==> src/rtl/pulse_player.sv <==
`timescale 1ns/1ps
// ---------------------------------------------------------------------------
// pulse_player
//
// Drain-side sequencer that sits directly behind the sample FIFO. It pops
// command words {last, hold_cnt, level} and drives level_out for hold_cnt+1
// cycles per word. Words are chained without a gap, so the waveform sent to
// the DAC/trigger path is cycle-exact.
//
// Optional build macro: PULSE_PLAYER_STATS_EN
//   When defined, adds the words_played and stall_cycles counter outputs.
//   When undefined, neither port nor any counter logic exists.
//
// Ports:
//   clk          in   rising-edge clock for all logic
//   reset        in   synchronous, active-high reset
//   start        in   one-cycle pulse, begins playback from IDLE
//   stop         in   one-cycle pulse, aborts playback (wins over start/load)
//   idle_level   in   level driven while not playing
//   fifo_dout    in   FIFO head word {last, hold_cnt, level}
//   fifo_empty   in   FIFO empty flag
//   fifo_rd      out  pop request, one cycle per consumed word (combinational)
//   level_out    out  registered output level
//   level_valid  out  high while level_out comes from a played word
//   busy         out  high in any state other than IDLE
//   done         out  one-cycle pulse after the final cycle of a last=1 word
//   underrun     out  sticky underrun flag, cleared by reset or accepted start
//   words_played out  (stats build) saturating count of fifo_rd pulses
//   stall_cycles out  (stats build) saturating count of cycles in STALL
// ---------------------------------------------------------------------------
module pulse_player #(
    parameter int LEVEL_W = 16,
    parameter int CNT_W   = 16,
    localparam int WORD_W = 1 + CNT_W + LEVEL_W
) (
    input  logic               clk,
    input  logic               reset,
    input  logic               start,
    input  logic               stop,
    input  logic [LEVEL_W-1:0] idle_level,
    input  logic [WORD_W-1:0]  fifo_dout,
    input  logic               fifo_empty,
    output logic               fifo_rd,
    output logic [LEVEL_W-1:0] level_out,
    output logic               level_valid,
    output logic               busy,
    output logic               done,
`ifdef PULSE_PLAYER_STATS_EN
    output logic [31:0]        words_played,
    output logic [31:0]        stall_cycles,
`endif
    output logic               underrun
);

    localparam logic [1:0] S_IDLE  = 2'd0;
    localparam logic [1:0] S_PRIME = 2'd1;
    localparam logic [1:0] S_PLAY  = 2'd2;
    localparam logic [1:0] S_STALL = 2'd3;

    logic [1:0]         r_state;
    logic [CNT_W-1:0]   r_remaining;
    logic               r_last_q;
    logic               r_empty_q;
    logic [LEVEL_W-1:0] r_level_out;
    logic               r_level_valid;
    logic               r_done;
    logic               r_underrun;

    logic               w_avail;
    logic               w_load;
    logic               w_final;
    logic               w_start_acc;
    logic               w_word_last;
    logic [CNT_W-1:0]   w_word_hold;
    logic [LEVEL_W-1:0] w_word_level;

    assign w_word_last  = fifo_dout[WORD_W-1];
    assign w_word_hold  = fifo_dout[CNT_W+LEVEL_W-1:LEVEL_W];
    assign w_word_level = fifo_dout[LEVEL_W-1:0];

    // The FIFO's registered dout needs one cycle after it turns non-empty
    // before the head word can be trusted, hence the delayed empty flag.
    assign w_avail     = !fifo_empty && !r_empty_q;
    assign w_final     = (r_remaining == '0);
    assign w_start_acc = (r_state == S_IDLE) && start && !stop;

    // Pop decision. Reset and stop both suppress the pop in their own cycle,
    // so no word is lost to a cycle that is being discarded.
    always_comb begin
        w_load = 1'b0;
        if (!reset && !stop) begin
            case (r_state)
                S_PRIME: w_load = w_avail;
                S_PLAY:  w_load = w_final && !r_last_q && w_avail;
                S_STALL: w_load = w_avail;
                default: w_load = 1'b0;
            endcase
        end
    end

    assign fifo_rd     = w_load;
    assign level_out   = r_level_out;
    assign level_valid = r_level_valid;
    assign busy        = (r_state != S_IDLE);
    assign done        = r_done;
    assign underrun    = r_underrun;

    always_ff @(posedge clk) begin
        if (reset) begin
            r_state       <= S_IDLE;
            r_remaining   <= '0;
            r_last_q      <= 1'b0;
            r_empty_q     <= 1'b1;
            r_level_out   <= '0;
            r_level_valid <= 1'b0;
            r_done        <= 1'b0;
            r_underrun    <= 1'b0;
        end else begin
            r_empty_q <= fifo_empty;
            r_done    <= 1'b0;
            if (stop) begin
                // Abort: underrun is left untouched, no done pulse.
                r_state       <= S_IDLE;
                r_level_out   <= idle_level;
                r_level_valid <= 1'b0;
            end else begin
                case (r_state)
                    S_IDLE: begin
                        r_level_out   <= idle_level;
                        r_level_valid <= 1'b0;
                        if (start) begin
                            r_underrun <= 1'b0;
                            r_state    <= S_PRIME;
                        end
                    end
                    S_PRIME: begin
                        // Waiting for the first word is not an underrun.
                        if (w_load) begin
                            r_level_out   <= w_word_level;
                            r_level_valid <= 1'b1;
                            r_remaining   <= w_word_hold;
                            r_last_q      <= w_word_last;
                            r_state       <= S_PLAY;
                        end
                    end
                    S_PLAY: begin
                        if (!w_final) begin
                            r_remaining <= r_remaining - CNT_W'(1);
                        end else if (r_last_q) begin
                            r_done        <= 1'b1;
                            r_level_out   <= idle_level;
                            r_level_valid <= 1'b0;
                            r_state       <= S_IDLE;
                        end else if (w_load) begin
                            // Next word chained in with no gap.
                            r_level_out   <= w_word_level;
                            r_level_valid <= 1'b1;
                            r_remaining   <= w_word_hold;
                            r_last_q      <= w_word_last;
                        end else begin
                            // Level is held, only the valid flag drops.
                            r_underrun    <= 1'b1;
                            r_level_valid <= 1'b0;
                            r_state       <= S_STALL;
                        end
                    end
                    S_STALL: begin
                        if (w_load) begin
                            r_level_out   <= w_word_level;
                            r_level_valid <= 1'b1;
                            r_remaining   <= w_word_hold;
                            r_last_q      <= w_word_last;
                            r_state       <= S_PLAY;
                        end
                    end
                    default: begin
                        r_state <= S_IDLE;
                    end
                endcase
            end
        end
    end

`ifdef PULSE_PLAYER_STATS_EN
    logic [31:0] r_words_played;
    logic [31:0] r_stall_cycles;

    always_ff @(posedge clk) begin
        if (reset || w_start_acc) begin
            r_words_played <= '0;
            r_stall_cycles <= '0;
        end else begin
            if (w_load && (r_words_played != 32'hFFFF_FFFF)) begin
                r_words_played <= r_words_played + 32'd1;
            end
            if ((r_state == S_STALL) && (r_stall_cycles != 32'hFFFF_FFFF)) begin
                r_stall_cycles <= r_stall_cycles + 32'd1;
            end
        end
    end

    assign words_played = r_words_played;
    assign stall_cycles = r_stall_cycles;
`endif

endmodule

==> config.mk <==
export PLATFORM = sky130hd
export DESIGN_NAME = pulse_player
export DESIGN_NICKNAME = d
export VERILOG_FILES = /design/src/rtl/pulse_player.sv
export SDC_FILE = /design/constraint.sdc
export NUM_CORES = 1
export LEC_CHECK = 0
export CAP_MARGIN = 10
export CORE_MARGIN = 5
export CORE_UTILIZATION = 29
export CTS_CLUSTER_SIZE = 30
export DETAILED_ROUTE_END_ITERATION = 12
export DONT_BUFFER_PORTS = 1
export PLACE_DENSITY = 0.49
export SYNTH_ARGS = -nofsm -noshare
export SYNTH_HDL_FRONTEND = slang
export SYNTH_SLANG_ARGS = --single-unit
==> constraint.sdc <==
create_clock -name clk -period 1.9 [get_ports clk]
set_input_delay 0.38 -clock clk [delete_from_list [all_inputs] [get_ports clk]]
set_output_delay 0.38 -clock clk [all_outputs]
set_load 0.02 [all_outputs]
==> results.yml <==
outcome:
  run_status: "finished with violations"
  failed_checks: "negative setup slack"
timing:
  worst_pin_slew_ns: 0.809
  post-route-worst-setup-slack_ns: -0.134
  final.hold.worst_slack_ns: 0.147
  clock_tree_skew_after_final_layout_ns: 0.00948
  relSlewSlack: 0.459
  rsz_0062_raised_after_global_routing: "yes"
  report.final.setup_viol: 30
  period_share: 1.07
  slew_viol_final: 0
  min_period_ns: 2.03
  timing.fmax_mhz: 492
  finalHoldViolCount: 0
clock_network:
  clkSlewWorstSetupHoldPaths_ns: 0.08
  clock-sinks: 39
  cts_made_buffers: 5
  cts_hold_buf: 0
  clock_latency_ns: 0.30
  maximum_buffer_depth_of_the_clock_tree: 2
  tritoncts: "built"
  cts-htree-levels: 2
  cts.root.buffer_cell: "clkbuf_8"
worst_hold_path:
  worst_hold_launch: "reset"
  worst_hold_path.endpoint: "r_remaining[0]$_SDFFE_PP0P_"
  min-delay-path-class: "primary input to flip-flop"
  whs_path_depth: 1
synth:
  synth.lib_cells_used.distinct: 61
  library_cell_with_the_largest_summed_area_after_synthesis: "dfxtp_1"
  synth.net_count: 325
  syn-cell-area_um2: 2350
  synth_warnings: 0
  synth.ff_latch_count: 39
  synth.top_cells.by_area: "dfxtp_1 (33%), a32o_1 (7.3%), a22o_1 (6.0%), or3_1 (4.8%), a21oi_1 (4.3%)"
  synth_cells: 269
  synth_top_area_frac: 0.333
  ys_seq_area_frac: 0.333
  edff_count_synth: 0
  synthFlopType: "dfxtp_1"
  synthesis.area_per_instance_um2: 8.72
  asyncSetResetFlopFracSynth: 0
route:
  ant_nets: 0
  routed_wirelength_um: 8390
  drt_pass1_iterations: 4
  initialDrtViolationCount: 99
  via_total_after_detailed_routing: 2434
  vias_per_cell: 5.74
  avgRoutedWirePerCell_um: 19.8
  post-route-drc-count: 0
critical_path:
  cpLargestDelayFamily: "simple AND/OR/NAND/NOR gates"
  worst_r2r_path_depth: 7
  critPathRequiredTime_ns: 1.52
  cp_num_buf_inv: 2
  library_cell_contributing_the_largest_single_delay_on_the_critical_path: "nor4_4"
  critical_path.max_stage_delay_ns: 0.35
  crit-reg2reg-launch: "r_remaining[10]$_SDFFE_PP0P_"
  slack_of_the_worst_reg_to_reg_path_ns: -0.12
  cp_data_arrival_time_ns: 1.65
  crit_fanout: 5
  cp_cell_sequence: "nor4_4 -> and4_4 -> a41oi_4 -> inv_2 -> buf_8"
  critPathKind: "flip-flop to output port"
  worst_setup_path_end_kind: "output port"
  r2r_end: "level_out[10]$_SDFFE_PP0P_"
  worstSetupStartpointType: "flip-flop"
grt:
  antenna_found_initial: 0
  first_global_vias: 2436
  grtUsageTotal: 0.160
  grt_max_degree: 24
  grt_pass1_wl_um: 12700
  global_route.overflow_total: 0
final_layout:
  finish.net_count: 377
  final_cell_area_um2: 3350
  drive_above_1_share: 0.407
  num_antenna_cells: 0
  fillerInstances: 781
  area_growth_pct: 43.0
place:
  placement.cell_area_um2: 2720
  port_buffers: 0
  post-place-ws_ns: -0.254
  place_congestion: 0.850
  dp.final_hpwl_um: 5700
die:
  die_height_um: 99.9
  boundaryPins: 75
  initial_utilization: 0.300
  rows: 32
  fp.dieArea_um2: 9990
  fp.dieW_um: 99.9
  core_area_um2: 7810
power:
  report.power.total_uw: 1710
  worst_ir_drop_vdd_uv: 264
  power.density_nw_per_um2: 508
  leakage_uw: 0.00129
run:
  maxCapViolCount: 0
metal layers:
layer  global-route usage  share of wire  routed length [um]
met4               0.0725          0.035                 294
met2                0.256           0.46                3870
met3               0.0556          0.091                 764
met5                    0              0                   0
met1                0.194           0.41                3450
state kept, by name (all words and copies together) (netlist names):
| signal | count |
|---|---|
| done | 1 |
| level_out | 16 |
| level_valid | 1 |
| r_empty_q | 1 |
| r_last_q | 1 |
| r_remaining | 16 |
| r_state | 2 |
| underrun | 1 |
logic make-up (layout without fill, tap and decap cells):
family                   after synthesis  count (layout)  share of synthesized area
AND/OR/NAND/NOR                       82              82                      0.207
AO/OA/AOI/OAI                        110             110                      0.379
buffers and inverters                 36              89                     0.0704
adder cells (fa/ha/maj)                2               2                     0.0107
flip-flops                            39              39                      0.333
metrics by stage:
step	setup TNS [ns]	util	std cells
3_5_place_dp	-4.80	0.348	396
4_1_cts	-1.64	0.391	416
2_1_floorplan	-0.291	-	269
3_3_place_gp	-4.54	0.348	396
5_1_grt	-5.19	0.430	424
6_report	-2.27	0.430	424
synthesized netlist by cell type (2+ instances only):
| master | n |
|---|---|
| a21boi_0 | 2 |
| or2_2 | 3 |
| ha_1 | 2 |
| buf_6 | 2 |
| inv_1 | 17 |
| nand2b_1 | 2 |
| or4_1 | 2 |
| nand3_1 | 3 |
| or3_1 | 18 |
| nand4_1 | 2 |
| clkbuf_1 | 8 |
| a2bb2oi_1 | 2 |
| dfxtp_1 | 39 |
| buf_2 | 5 |
| nor4_1 | 6 |
| o31ai_2 | 2 |
| a31oi_1 | 3 |
| nor3b_1 | 2 |
| o31a_1 | 3 |
| a22o_1 | 16 |
| nand2_1 | 11 |
| nor2_1 | 15 |
| buf_4 | 2 |
| a211oi_1 | 3 |
| a32o_1 | 17 |
| a221oi_1 | 3 |
| o21a_1 | 3 |
| o32ai_1 | 7 |
| o21ai_0 | 11 |
| nor3_1 | 7 |
| a21oi_1 | 20 |
| o2bb2ai_1 | 2 |
cell usage in the layout (no fill, tap or decap), drive strengths merged, types with 2 or more instances in the layout:
master   instances
a2bb2oi          2
o31a             3
o32ai            7
o31ai            3
a32o            17
o2bb2ai          2
nand2           12
dfxtp           39
nand2b           2
clkbuf           8
nor3b            2
nand4            3
a221oi           4
and4             2
nand3            3
or3             18
or2              3
a2111oi          2
a22o            16
nor4             8
o21ai           12
a211oi           3
inv             18
a21oi           20
a21boi           2
o21a             3
nor2            15
ha               2
buf             61
a31oi            4
nor3             8
or4              2
power breakdown:
group	leakage, uW	internal (uW)	total [uW]	switching (uW)
sequential	0.000321	851	913	62.3
clock	0.0000422	258	569	311
combinational	0.000930	119	223	104
total	0.00129	1230	1710	477
how the worst max path moves through the flow:
| stage | cells after the start | slack [ns] | endpoint | startpoint |
|---|---|---|---|---|
| 2_1_floorplan | 9 | -0.03 | level_out[14]$_SDFFE_PP0P_ | r_remaining[0]$_SDFFE_PP0P_ |
| 3_3_place_gp | 7 | -0.24 | level_out[11]$_SDFFE_PP0P_ | r_remaining[0]$_SDFFE_PP0P_ |
| 3_5_place_dp | 8 | -0.25 | level_out[10]$_SDFFE_PP0P_ | r_remaining[0]$_SDFFE_PP0P_ |
| 4_1_cts | 7 | -0.13 | fifo_rd | r_remaining[0]$_SDFFE_PP0P_ |
| 5_1_grt | 7 | -0.22 | fifo_rd | r_remaining[0]$_SDFFE_PP0P_ |
| 6_report | 5 | -0.13 | fifo_rd | r_remaining[10]$_SDFFE_PP0P_ |
timing repair:
item	in CTS	in global routing
buffers inserted	11	7
endpoints found under the setup margin	26	35
cloned	1	1
pin swaps	12	18
gates resized for setup	30	50
layout make-up:
class,count,area [um2],area share
Clock buffer,7,76.3,0.0228
Clock inverter,1,5.00,0.00149
Inverter,18,67.6,0.0201
Multi-Input combinational cell,194,1680,0.501
Sequential cell,39,785,0.234
Tap cell,102,128,0.0380
Timing Repair Buffer,63,613,0.183
(Power assumes the default switching activity.)
